**config.mk**
```make
export PLATFORM = sky130hd
export DESIGN_NAME = rs_corr_reader_flat
export DESIGN_NICKNAME = d
export VERILOG_FILES = /design/src/rtl/rs_corr_reader_if.sv /design/src/rtl/rs_corr_reader.sv /design/src/flat_wrapper.sv
export SDC_FILE = /design/constraint.sdc
export NUM_CORES = 1
export LEC_CHECK = 0
export BUFFER_PORTS_ARGS = -buffer_cell sky130_fd_sc_hd__buf_2
export CORE_ASPECT_RATIO = 1.25
export CORE_MARGIN = 4
export CORE_UTILIZATION = 56
export DETAILED_ROUTE_END_ITERATION = 6
export HOLD_SLACK_MARGIN = 0.12
export PLACE_DENSITY = 0.81
export SLEW_MARGIN = 5
export SYNTH_ARGS = -nofsm -noshare
export SYNTH_HDL_FRONTEND = slang
export SYNTH_SLANG_ARGS = --single-unit
```
**constraint.sdc**
```tcl
create_clock -name aclk -period 4.78 [get_ports aclk]
set_input_delay 0.956 -clock aclk [delete_from_list [all_inputs] [get_ports aclk]]
set_output_delay 0.956 -clock aclk [all_outputs]
set_load 0.01 [all_outputs]
```
**src/rtl/rs_corr_reader_if.sv**
```systemverilog
// rs_corr_reader_if
// Bundles the three input streams and the output stream of rs_corr_reader.
//   Status token : dec_valid, dec_fail (to reader), dec_ready (from reader)
//   Delay FIFO   : fifo_empty, fifo_data (to reader), fifo_pull (from reader)
//   Error stream : err_valid, err_val (to reader), err_ready (from reader)
//   Output       : m_valid, m_data, m_last, m_fail, m_nerr (from reader), m_ready (to reader)
// The master modport is the reader's view; slave is the environment's view.
interface rs_corr_reader_if #(
    parameter int DATA_WIDTH = 10,
    parameter int NERR_WIDTH = 5
);
    logic                  dec_valid;
    logic                  dec_fail;
    logic                  dec_ready;
    logic                  fifo_empty;
    logic [DATA_WIDTH-1:0] fifo_data;
    logic                  fifo_pull;
    logic                  err_valid;
    logic [DATA_WIDTH-1:0] err_val;
    logic                  err_ready;
    logic                  m_valid;
    logic [DATA_WIDTH-1:0] m_data;
    logic                  m_last;
    logic                  m_fail;
    logic [NERR_WIDTH-1:0] m_nerr;
    logic                  m_ready;

    modport master (
        input  dec_valid, dec_fail, fifo_empty, fifo_data, err_valid, err_val, m_ready,
        output dec_ready, fifo_pull, err_ready, m_valid, m_data, m_last, m_fail, m_nerr
    );

    modport slave (
        output dec_valid, dec_fail, fifo_empty, fifo_data, err_valid, err_val, m_ready,
        input  dec_ready, fifo_pull, err_ready, m_valid, m_data, m_last, m_fail, m_nerr
    );
endinterface

```
**src/rtl/rs_corr_reader.sv**
```systemverilog
// rs_corr_reader
// Consumer end of the decoder's codeword delay FIFO. Accepts one decode-status
// token per codeword, then pulls N_SYM symbols from the show-ahead FIFO in
// lock-step with the Chien/Forney error-magnitude stream, XOR-corrects them and
// emits them on a registered valid/ready output with last/fail/nerr sideband.
// Ports:
//   aclk    - clock
//   aresetn - asynchronous active-low reset
//   bus     - rs_corr_reader_if.master (token, FIFO, error and output streams)
module rs_corr_reader #(
    parameter int DATA_WIDTH = 10,
    parameter int N_SYM      = 544,
    parameter int CNT_WIDTH  = 10,
    parameter int NERR_WIDTH = 5
) (
    input  logic             aclk,
    input  logic             aresetn,
    rs_corr_reader_if.master bus
);
    typedef enum logic {
        IDLE   = 1'b0,
        STREAM = 1'b1
    } state_t;

    localparam logic [CNT_WIDTH-1:0] LAST_IDX = CNT_WIDTH'(N_SYM - 1);

    state_t                state_q, state_d;
    logic [CNT_WIDTH-1:0]  sym_cnt_q, sym_cnt_d;
    logic [NERR_WIDTH-1:0] nerr_cnt_q, nerr_cnt_d;
    logic                  fail_q, fail_d;
    logic                  m_valid_q, m_valid_d;
    logic [DATA_WIDTH-1:0] m_data_q, m_data_d;
    logic                  m_last_q, m_last_d;
    logic                  m_fail_q, m_fail_d;
    logic [NERR_WIDTH-1:0] m_nerr_q, m_nerr_d;

    logic out_free;
    logic fire;
    logic last_sym;
    logic tok_acc;
    logic sym_err;
    logic dec_ready_c;

    // Counter saturates at all-ones so a heavily corrupted word cannot wrap to a small count.
    function automatic logic [NERR_WIDTH-1:0] sat_inc(input logic [NERR_WIDTH-1:0] v);
        return (&v) ? v : v + NERR_WIDTH'(1);
    endfunction

    assign out_free = !m_valid_q || bus.m_ready;
    assign fire     = (state_q == STREAM) && !bus.fifo_empty && bus.err_valid && out_free;
    assign last_sym = (sym_cnt_q == LAST_IDX);
    assign tok_acc  = (state_q == IDLE) && bus.dec_valid;
    // Failed words pass through raw, so their error magnitudes never count as corrections.
    assign sym_err  = !fail_q && (bus.err_val != '0);

    // State register
    always_ff @(posedge aclk or negedge aresetn) begin
        if (!aresetn) begin
            state_q <= IDLE;
        end else begin
            state_q <= state_d;
        end
    end

    // Next-state logic
    always_comb begin
        state_d = state_q;
        case (state_q)
            IDLE:    if (bus.dec_valid) state_d = STREAM;
            STREAM:  if (fire && last_sym) state_d = IDLE;
            default: state_d = IDLE;
        endcase
    end

    // FSM outputs; FIFO and error stream always advance together on fire.
    always_comb begin
        dec_ready_c = (state_q == IDLE);
    end

    assign bus.dec_ready = dec_ready_c;
    assign bus.fifo_pull = fire;
    assign bus.err_ready = fire;

    always_comb begin
        sym_cnt_d  = sym_cnt_q;
        nerr_cnt_d = nerr_cnt_q;
        fail_d     = fail_q;
        m_valid_d  = m_valid_q;
        m_data_d   = m_data_q;
        m_last_d   = m_last_q;
        m_fail_d   = m_fail_q;
        m_nerr_d   = m_nerr_q;

        if (tok_acc) begin
            fail_d     = bus.dec_fail;
            sym_cnt_d  = '0;
            nerr_cnt_d = '0;
        end

        if (fire) begin
            m_valid_d  = 1'b1;
            m_data_d   = bus.fifo_data ^ (fail_q ? '0 : bus.err_val);
            m_fail_d   = fail_q;
            m_last_d   = last_sym;
            sym_cnt_d  = last_sym ? '0 : sym_cnt_q + CNT_WIDTH'(1);
            nerr_cnt_d = sym_err ? sat_inc(nerr_cnt_q) : nerr_cnt_q;
            m_nerr_d   = last_sym ? nerr_cnt_d : '0;
        end else if (bus.m_ready) begin
            // Output taken with nothing new to replace it; sideband may keep stale values.
            m_valid_d = 1'b0;
        end
    end

    // Stage boundary: fire -> registered output (1-cycle latency)
    always_ff @(posedge aclk or negedge aresetn) begin
        if (!aresetn) begin
            sym_cnt_q  <= '0;
            nerr_cnt_q <= '0;
            fail_q     <= 1'b0;
            m_valid_q  <= 1'b0;
            m_data_q   <= '0;
            m_last_q   <= 1'b0;
            m_fail_q   <= 1'b0;
            m_nerr_q   <= '0;
        end else begin
            sym_cnt_q  <= sym_cnt_d;
            nerr_cnt_q <= nerr_cnt_d;
            fail_q     <= fail_d;
            m_valid_q  <= m_valid_d;
            m_data_q   <= m_data_d;
            m_last_q   <= m_last_d;
            m_fail_q   <= m_fail_d;
            m_nerr_q   <= m_nerr_d;
        end
    end

    assign bus.m_valid = m_valid_q;
    assign bus.m_data  = m_data_q;
    assign bus.m_last  = m_last_q;
    assign bus.m_fail  = m_fail_q;
    assign bus.m_nerr  = m_nerr_q;
endmodule

```
**src/flat_wrapper.sv**
```systemverilog
// flat-port wrapper written by rule: the top's interface ports become plain ports
module rs_corr_reader_flat 
#(
    parameter int DATA_WIDTH = 10,
    parameter int N_SYM      = 544,
    parameter int CNT_WIDTH  = 10,
    parameter int NERR_WIDTH = 5
)
  (aclk, aresetn, bus_dec_valid, bus_dec_fail, bus_fifo_empty, bus_fifo_data, bus_err_valid, bus_err_val, bus_m_ready, bus_dec_ready, bus_fifo_pull, bus_err_ready, bus_m_valid, bus_m_data, bus_m_last, bus_m_fail, bus_m_nerr);
  rs_corr_reader_if #(.DATA_WIDTH(DATA_WIDTH), .NERR_WIDTH(NERR_WIDTH)) bus_i ();
  input  logic aclk;
  input  logic aresetn;
  input wire logic [$bits(bus_i.dec_valid)-1:0] bus_dec_valid;
  input wire logic [$bits(bus_i.dec_fail)-1:0] bus_dec_fail;
  input wire logic [$bits(bus_i.fifo_empty)-1:0] bus_fifo_empty;
  input wire logic [$bits(bus_i.fifo_data)-1:0] bus_fifo_data;
  input wire logic [$bits(bus_i.err_valid)-1:0] bus_err_valid;
  input wire logic [$bits(bus_i.err_val)-1:0] bus_err_val;
  input wire logic [$bits(bus_i.m_ready)-1:0] bus_m_ready;
  output wire logic [$bits(bus_i.dec_ready)-1:0] bus_dec_ready;
  output wire logic [$bits(bus_i.fifo_pull)-1:0] bus_fifo_pull;
  output wire logic [$bits(bus_i.err_ready)-1:0] bus_err_ready;
  output wire logic [$bits(bus_i.m_valid)-1:0] bus_m_valid;
  output wire logic [$bits(bus_i.m_data)-1:0] bus_m_data;
  output wire logic [$bits(bus_i.m_last)-1:0] bus_m_last;
  output wire logic [$bits(bus_i.m_fail)-1:0] bus_m_fail;
  output wire logic [$bits(bus_i.m_nerr)-1:0] bus_m_nerr;
  assign bus_i.dec_valid = bus_dec_valid;
  assign bus_i.dec_fail = bus_dec_fail;
  assign bus_i.fifo_empty = bus_fifo_empty;
  assign bus_i.fifo_data = bus_fifo_data;
  assign bus_i.err_valid = bus_err_valid;
  assign bus_i.err_val = bus_err_val;
  assign bus_i.m_ready = bus_m_ready;
  assign bus_dec_ready = bus_i.dec_ready;
  assign bus_fifo_pull = bus_i.fifo_pull;
  assign bus_err_ready = bus_i.err_ready;
  assign bus_m_valid = bus_i.m_valid;
  assign bus_m_data = bus_i.m_data;
  assign bus_m_last = bus_i.m_last;
  assign bus_m_fail = bus_i.m_fail;
  assign bus_m_nerr = bus_i.m_nerr;
  rs_corr_reader #(.DATA_WIDTH(DATA_WIDTH), .N_SYM(N_SYM), .CNT_WIDTH(CNT_WIDTH), .NERR_WIDTH(NERR_WIDTH)) u_core (.aclk(aclk), .aresetn(aresetn), .bus(bus_i));
endmodule
```
==> metrics.md, run 1 <==
| Metric | Value |
|---|---|
| Result of the run | `finished, final reports clean` |
| Summed negative setup slack over all endpoints | `0 ns` |
| Placed wire-length estimate after detailed placement | `2.826 mm` |
| Initial detailed-routing violation count | `49` |
| Clock skew after layout | `0.003683 ns` |
| DR DRC count | `0` |
| Placeable core region | `3194 µm²` |
| Met3 GRT Util | `0.06406` |
| Arrival time of the worst setup path | `1.95 ns` |
| H-tree levels | `2` |
| Number of violations of the max-capacitance limit | `0` |
| EDFF count, synth | `0` |
| Layer with the highest usage after global routing | `met2` |
| Capture point of the worst path | `bus_err_ready` |
| Number of antenna violations at the first check in global routing | `0` |
| Vias after detailed routing | `1,535` |
| Relative area change from synthesis to final layout | `17.34%` |
| Endpoints failing hold | `0` |
| Post-Syn Area | `1847 µm²` |
| Ratio of total power to cell area | `373.4 nW/µm²` |
| Tightest slew margin relative to the limit | `0.5092` |
| Number of inserted filler cells in the final layout | `267` |
| Endpoint of the lowest-slack register-to-register path | `u_core.sym_cnt_q[0]` |
| IO Port Bufs | `47` |
| Final RePlAce weighted congestion | `0.8431` |
| Leakage power summed over all cells | `0.001038 µW` |
| Worst Tran Pin Value | `0.7363 ns` |
| Number of clock sinks | `35` |
| Peak supply drop | `259.4 µV` |
| Distinct cell type count of the synthesized netlist | `50` |
| Register-to-register setup slack | `2.94 ns` |
| Die outline area | `4286 µm²` |
| GR met2 Demand/Resource | `0.3499` |
| Final Setup Violations | `0` |
| Routed wire length | `3.744 mm` |
| Proportion of layout cells with a drive suffix above 1 | `0.2692` |
| Peak Freq | `343.7 MHz` |
| RSZ-0062 raised after global routing | `no` |
| Type of the worst setup path | `in -> out` |
| Initial core utilization | `0.5781` |
| Aggregate global routing overflow | `0` |
| Maximum buffer depth of the clock tree | `2` |
| CP Max Fanout | `40` |
| Post-CTS repair timing setup buffer count | `0` |
| DP Worst Slack | `1.858 ns` |
| Leading register cell type out of synthesis | `sky130_fd_sc_hd__dfrtp_1` |
| Number of optimization iterations in the first detailed-route pass | `4` |
| Hold/Removal Path Class | `reg -> reg` |
| Share of synthesized registers carrying an async set or reset | `1.000` |
| Die X | `59.37 µm` |
| Kind of end point of the critical path | `output pin` |
| Count of inserted antenna diode cells | `0` |
| Time the final worst path needs with I/O delays and setup | `2.909 ns` |
| Max Slew Vio Count | `0` |
| Synthesized flop and latch total | `35` |
| Warning count from the yosys run | `0` |
| Minimum setup slack in the final design | `1.871 ns` |
| Wire length of the first global-routing pass | `6.479 mm` |
| Avg Synthesized Cell Area | `9.876 µm²` |
| Row count | `23` |
| Cells on worst reg2reg path | `5` |
| TritonCTS clock tree | `done` |
| Pin count of the biggest net entering global routing | `41` |
| Area after detailed placement | `2086 µm²` |
| Share of the clock period used by the worst path after layout | `0.6087` |
| CTS Root Buffer Type | `sky130_fd_sc_hd__clkbuf_8` |
| Element type at the critical path start | `input port` |
| Net count of the mapped netlist | `216` |
| Launch point of the worst reg-to-reg path | `u_core.sym_cnt_q[0]` |
| Die H | `72.21 µm` |
| Per-cell routed wire length | `13.82 µm` |
| Worst Path Required | `3.82 ns` |
| # hold bufs at CTS | `0` |
| Post-route antenna net violation count | `0` |
| Number of instances in the synthesized netlist | `187` |
| Post-layout net count | `262` |
| Number of buffers created by CTS | `5` |
| Met1 Use GR | `0.2182` |
| Clock slew seen by the registers of the worst setup and hold paths | `0.06 ns` |
| Total track usage | `0.2007` |
| IO Pins | `48` |
| Fraction of the yosys area taken by sequential cells | `0.4743` |
| Post_cts resized | `0` |
| Final std cell area, no fill | `2167 µm²` |
| Clock insertion delay at the later pin of the skew report | `0.29 ns` |
| CP Launch Point | `bus_err_valid` |
| Final core area utilization | `0.6784` |
| Number of global-route vias before repair | `1,550` |
| Via density per instance | `5.664` |
==> metrics by stage <==
stage / power (µW) / std cells / hold slack [ns]
after detailed placement: 614.5 / 263 / 0.4650
after global routing: 865.6 / 271 / 0.5079
final: 809.3 / 271 / 0.4725
after floorplan: 533.1 / 187 / 0.4963
after CTS: 819.0 / 271 / 0.4801
after global placement: 608.8 / 263 / 0.4567
==> registers in the layout, summed over array words and instances (netlist names) <==
| signal | count |
|---|---|
| u_core.bus.m_last | 1 |
| u_core.bus.m_valid | 1 |
| u_core.fail_q | 1 |
| u_core.sym_cnt_q | 10 |
| u_core.state_q | 1 |
| u_core.bus.m_fail | 1 |
| u_core.bus.m_data | 10 |
| u_core.bus.m_nerr | 5 |
| u_core.nerr_cnt_q | 5 |
==> layer usage <==
metal | vias to the layer above | routed length (µm) | share of wire
met3 | 7 | 271 | 0.072
met4 | 0 | 65 | 0.017
met2 | 43 | 1948 | 0.52
met5 | - | 0 | 0
li1 | 757 | - | -
met1 | 728 | 1459 | 0.39
==> placed cells by master, fill, tap and decap left out, types with 2 or more instances in the layout <==
cell type	instances
sky130_fd_sc_hd__a41oi_1	3
sky130_fd_sc_hd__clkbuf_8	5
sky130_fd_sc_hd__a21oi_1	3
sky130_fd_sc_hd__o21ai_1	2
sky130_fd_sc_hd__mux2_2	2
sky130_fd_sc_hd__a31oi_1	2
sky130_fd_sc_hd__a21o_1	3
sky130_fd_sc_hd__o31ai_1	2
sky130_fd_sc_hd__ha_1	2
sky130_fd_sc_hd__o21ai_0	18
sky130_fd_sc_hd__nand2b_1	2
sky130_fd_sc_hd__nor2b_1	12
sky130_fd_sc_hd__dfrtp_1	35
sky130_fd_sc_hd__nor3_1	2
sky130_fd_sc_hd__clkbuf_1	2
sky130_fd_sc_hd__nand3_1	3
sky130_fd_sc_hd__a22o_1	4
sky130_fd_sc_hd__inv_1	3
sky130_fd_sc_hd__nand2_1	32
sky130_fd_sc_hd__nor4_4	2
sky130_fd_sc_hd__a311o_1	2
sky130_fd_sc_hd__nor2_1	6
sky130_fd_sc_hd__mux2i_1	2
sky130_fd_sc_hd__buf_2	47
sky130_fd_sc_hd__xnor2_1	12
sky130_fd_sc_hd__nor4_1	2
==> worst min-delay path by stage <==
| stage | cells after the start | from | slack (ns) | end |
|---|---|---|---|---|
| 3_3_place_gp | 2 | u_core.bus.m_data[0] | 0.46 | u_core.bus.m_data[0] |
| 2_1_floorplan | 1 | u_core.sym_cnt_q[7] | 0.50 | u_core.sym_cnt_q[7] |
| 6_report | 2 | u_core.bus.m_data[5] | 0.47 | u_core.bus.m_data[5] |
| 4_1_cts | 2 | u_core.bus.m_data[9] | 0.48 | u_core.bus.m_data[9] |
| 3_5_place_dp | 2 | u_core.bus.m_data[9] | 0.46 | u_core.bus.m_data[9] |
| 5_1_grt | 2 | u_core.bus.m_data[3] | 0.51 | u_core.bus.m_data[3] |
==> critical path: stages <==
cell,delay [ns]
sky130_fd_sc_hd__buf_2,0.11
sky130_fd_sc_hd__and3b_1,0.17
sky130_fd_sc_hd__nand2_1,0.07
sky130_fd_sc_hd__buf_4,0.32
sky130_fd_sc_hd__inv_2,0.15
sky130_fd_sc_hd__buf_2,0.17
==> layout make-up <==
class	count	area, µm²	share of cell area
Tap cell	37	46.29	0.02136
Timing Repair Buffer	48	242.7	0.1120
Clock inverter	1	5.005	0.002309
Sequential cell	35	875.8	0.4042
Clock buffer	7	76.32	0.03522
Inverter	4	15.01	0.006928
Multi-Input combinational cell	139	905.9	0.4180
==> Yosys cell counts, types with 3 or more instances <==
master	n	share of area
sky130_fd_sc_hd__a21o_1	3	0.012
sky130_fd_sc_hd__a41oi_1	3	0.014
sky130_fd_sc_hd__dfrtp_1	35	0.47
sky130_fd_sc_hd__buf_2	3	0.0081
sky130_fd_sc_hd__a21oi_1	3	0.0081
sky130_fd_sc_hd__nor2b_1	12	0.041
sky130_fd_sc_hd__o21ai_0	18	0.049
sky130_fd_sc_hd__nand2_1	32	0.065
sky130_fd_sc_hd__nand3_1	3	0.0081
sky130_fd_sc_hd__a22o_1	4	0.019
sky130_fd_sc_hd__xnor2_1	12	0.057
sky130_fd_sc_hd__nor2_1	6	0.012
sky130_fd_sc_hd__clkbuf_1	3	0.0061
sky130_fd_sc_hd__inv_1	3	0.0061
==> kinds of logic after synthesis <==
group	count (synthesis)	synth area share
and+or+nand+nor	73	0.2188
AOI/OAI and AO/OA	47	0.1734
adders and majority gates	2	0.01355
xor gates and xnor gates	13	0.06165
DFF	35	0.4743
buffers and inverters	13	0.03522
muxes	4	0.02303
==> report_power, final <==
| part | leakage [µW] | switching, µW | internal, µW |
|---|---|---|---|
| logic | 0.000539 | 110 | 100 |
| registers | 0.000457 | 50.5 | 347 |
| clock network | 0.0000422 | 100 | 102 |
Note: power is estimated with default switching activity, not from simulation.
==> run 2, diff against run 1 <==
--- a/config.mk
+++ b/config.mk
@@ -8,10 +8,10 @@
 export BUFFER_PORTS_ARGS = -buffer_cell sky130_fd_sc_hd__buf_2
 export CORE_ASPECT_RATIO = 1.25
 export CORE_MARGIN = 4
-export CORE_UTILIZATION = 56
+export CORE_UTILIZATION = 47
 export DETAILED_ROUTE_END_ITERATION = 6
 export HOLD_SLACK_MARGIN = 0.12
-export PLACE_DENSITY = 0.81
+export PLACE_DENSITY = 0.72
 export SLEW_MARGIN = 5
 export SYNTH_ARGS = -nofsm -noshare
 export SYNTH_HDL_FRONTEND = slang
==> constraint.sdc (replaced) <==
create_clock -name aclk -period 2.6 [get_ports aclk]
set_input_delay 0.52 -clock aclk [delete_from_list [all_inputs] [get_ports aclk]]
set_output_delay 0.52 -clock aclk [all_outputs]
set_load 0.01 [all_outputs]
==> run 2 against run 1 <==
Clock skew decreased by 0.0010 ns; hold slack lost 0.16 ns; largest cell class unchanged; total power increased by 92%; final area increased by 1.8%; routed wire length increased by 7.5%; combinational power grew 85%; final cell count is 6.3% higher; global-route usage shrank 2.2 points; worst setup slack worse by 1.1 ns; sequential share of layout area decreased by 0.73 points.
==> metrics.md, run 2 (synthesis results as in run 1) <==
| Metric | Value |
|---|---|
| Result of the run | `finished, final reports clean` |
| Total track usage | `0.1782 (-0.02249)` |
| Aggregate global routing overflow | `0 (unchanged)` |
| Worst Tran Pin Value | `0.7776 ns (+0.04132 ns)` |
| Vias after detailed routing | `1,545 (+0.65%)` |
| Per-cell routed wire length | `13.97 µm (+1.1%)` |
| Placeable core region | `3785 µm² (+18%)` |
| H-tree levels | `2 (unchanged)` |
| Area of the multi-input gates | `905.9 µm² (unchanged)` |
| Kind of end point of the critical path | `output pin` |
| Initial detailed-routing violation count | `97 (+98%)` |
| Final Setup Violations | `0 (unchanged)` |
| Max Slew Vio Count | `0 (unchanged)` |
| CP Max Fanout | `9 (-78%)` |
| Relative area change from synthesis to final layout | `19.51%` |
| Post-CTS repair timing setup buffer count | `0 (unchanged)` |
| Wire length of the first global-routing pass | `7.003 mm (+8.1%)` |
| Commonest cells after routing, fill and taps aside | `sky130_fd_sc_hd__buf_2 (47), sky130_fd_sc_hd__dfrtp_1 (35), sky130_fd_sc_hd__nand2_1 (32)` |
| Worst Path Required | `2.08 ns (-1.74 ns)` |
| Post-route antenna net violation count | `0 (unchanged)` |
| Routed wire length | `4.024 mm (+7.5%)` |
| Via density per instance | `5.365 (-5.3%)` |
| TritonCTS clock tree | `done` |
| IO Pins | `48 (unchanged)` |
| Tightest slew margin relative to the limit | `0.4816 (-0.02755)` |
| Most common library cell in the layout ignoring fill and taps | `sky130_fd_sc_hd__buf_2` |
| DR DRC count | `0 (unchanged)` |
| Peak Freq | `536.4 MHz` |
| Number of antenna violations at the first check in global routing | `0 (unchanged)` |
| Type of the worst setup path | `reg -> out` |
| Element type at the critical path start | `flop` |
| Summed negative setup slack over all endpoints | `0 ns (unchanged)` |
| Ratio of total power to cell area | `702.4 nW/µm² (+88%)` |
| Maximum buffer depth of the clock tree | `2 (unchanged)` |
| Post-layout net count | `262 (unchanged)` |
| Number of buffers created by CTS | `5 (unchanged)` |
| Clock slew seen by the registers of the worst setup and hold paths | `0.07 ns (about the same)` |
| Post_cts resized | `0 (unchanged)` |
| Share of the clock period used by the worst path after layout | `0.7171` |
| Number of optimization iterations in the first detailed-route pass | `4 (unchanged)` |
| Die outline area | `5003 µm² (+17%)` |
| Die X | `64.07 µm (+7.9%)` |
| # hold bufs at CTS | `0 (unchanged)` |
| Number of global-route vias before repair | `1,545 (-0.32%)` |
| Count of inserted antenna diode cells | `0 (unchanged)` |
| Register area | `875.8 µm² (unchanged)` |
| Pin count of the biggest net entering global routing | `40 (-2.4%)` |
| Proportion of layout cells with a drive suffix above 1 | `0.2735 (+0.004274)` |
| Number of clock sinks | `35 (unchanged)` |
| Number of violations of the max-capacitance limit | `0 (unchanged)` |
| Row count | `25 (+8.7%)` |
| Clock skew after layout | `0.002668 ns (-0.001015 ns)` |
| RSZ-0062 raised after global routing | `no` |
| Placed wire-length estimate after detailed placement | `2.895 mm (+2.4%)` |
| Initial core utilization | `0.4879 (-0.09021)` |
| Leakage power summed over all cells | `0.001047 µW (+0.90%)` |
| Final RePlAce weighted congestion | `0.8125 (-3.6%)` |
| Time the final worst path needs with I/O delays and setup | `1.864 ns` |
| Arrival time of the worst setup path | `1.34 ns (-0.61 ns)` |
| Endpoints failing hold | `0 (unchanged)` |
| Clock insertion delay at the later pin of the skew report | `0.29 ns (about the same)` |
| Die H | `78.09 µm (+8.1%)` |
| Peak supply drop | `346.1 µV (+33%)` |
| IO Port Bufs | `47 (unchanged)` |
| CTS Root Buffer Type | `sky130_fd_sc_hd__clkbuf_8` |
| Worst hold margin | `0.3076 ns (-0.1648 ns)` |
| Number of inserted filler cells in the final layout | `328 (+23%)` |
| Hold/Removal Path Class | `in -> async` |
[run 2: cell count changes in the layout (fill, tap and decap cells not counted)]
cell / change
sky130_fd_sc_hd__clkbuf_1: -1
sky130_fd_sc_hd__clkbuf_8: +2
sky130_fd_sc_hd__clkinv_2: -1
[run 2: routing by layer]
metal / track usage / wire length (µm) / vias to the layer above
met5: 0 / 0 / -
met4: 0.08423 / 70 / 0
met1: 0.2071 / 1718 / 739
li1: - / - / 758
met2: 0.3020 / 1991 / 42
met3: 0.04721 / 244 / 6
[run 2: path summary, 6_finish.rpt]
| path | from | to | slack [ns] | depth (start not counted) |
|---|---|---|---|---|
| setup reg to reg | u_core.sym_cnt_q[0] | u_core.sym_cnt_q[0] | 0.78 | 5 |
| min in group aclk | bus_dec_fail | u_core.fail_q | 0.42 | 3 |
| setup / recovery | u_core.state_q | bus_err_ready | 0.74 | 4 |
| max in group asynchronous | aresetn | u_core.sym_cnt_q[0] | 1.80 | 1 |
| hold reg to reg | u_core.bus.m_data[5] | u_core.bus.m_data[5] | 0.48 | 2 |
| hold / removal | aresetn | u_core.bus.m_data[9] | 0.31 | 1 |
[run 2: final cells by class]
class | count | share of cell area
Clock buffer | 8 | 0.04535
Inverter | 4 | 0.006803
Multi-Input combinational cell | 139 | 0.4104
Sequential cell | 35 | 0.3968
Tap cell | 54 | 0.03061
Timing Repair Buffer | 48 | 0.1100
[run 2: metrics by stage]
step	util	cells	setup slack [ns]	power, µW	area (µm²)
finish	0.5831	288	0.7356	1550	2207
global route	0.5831	288	0.6356	1658	2207
CTS	0.5831	288	0.7260	1571	2207
detailed placement	0.5567	280	0.7708	1135	2107
global placement	0.5567	280	0.8035	1122	2107
floorplan	-	187	0.9523	980.1	1847
[run 2: worst max-delay path, cell delays in order, from the launching register on]
cell and delay [ns]:
sky130_fd_sc_hd__dfrtp_1 0.42, sky130_fd_sc_hd__and3b_1 0.21, sky130_fd_sc_hd__nand2_1 0.08, sky130_fd_sc_hd__inv_2 0.17
sky130_fd_sc_hd__buf_2 0.17
[run 2: power breakdown]
group          switching, µW  leakage [µW]  internal, µW
registers               92.9      0.000457           638
logic                    206      0.000539           184
clock network            189     0.0000515           242
total                    487       0.00105          1060
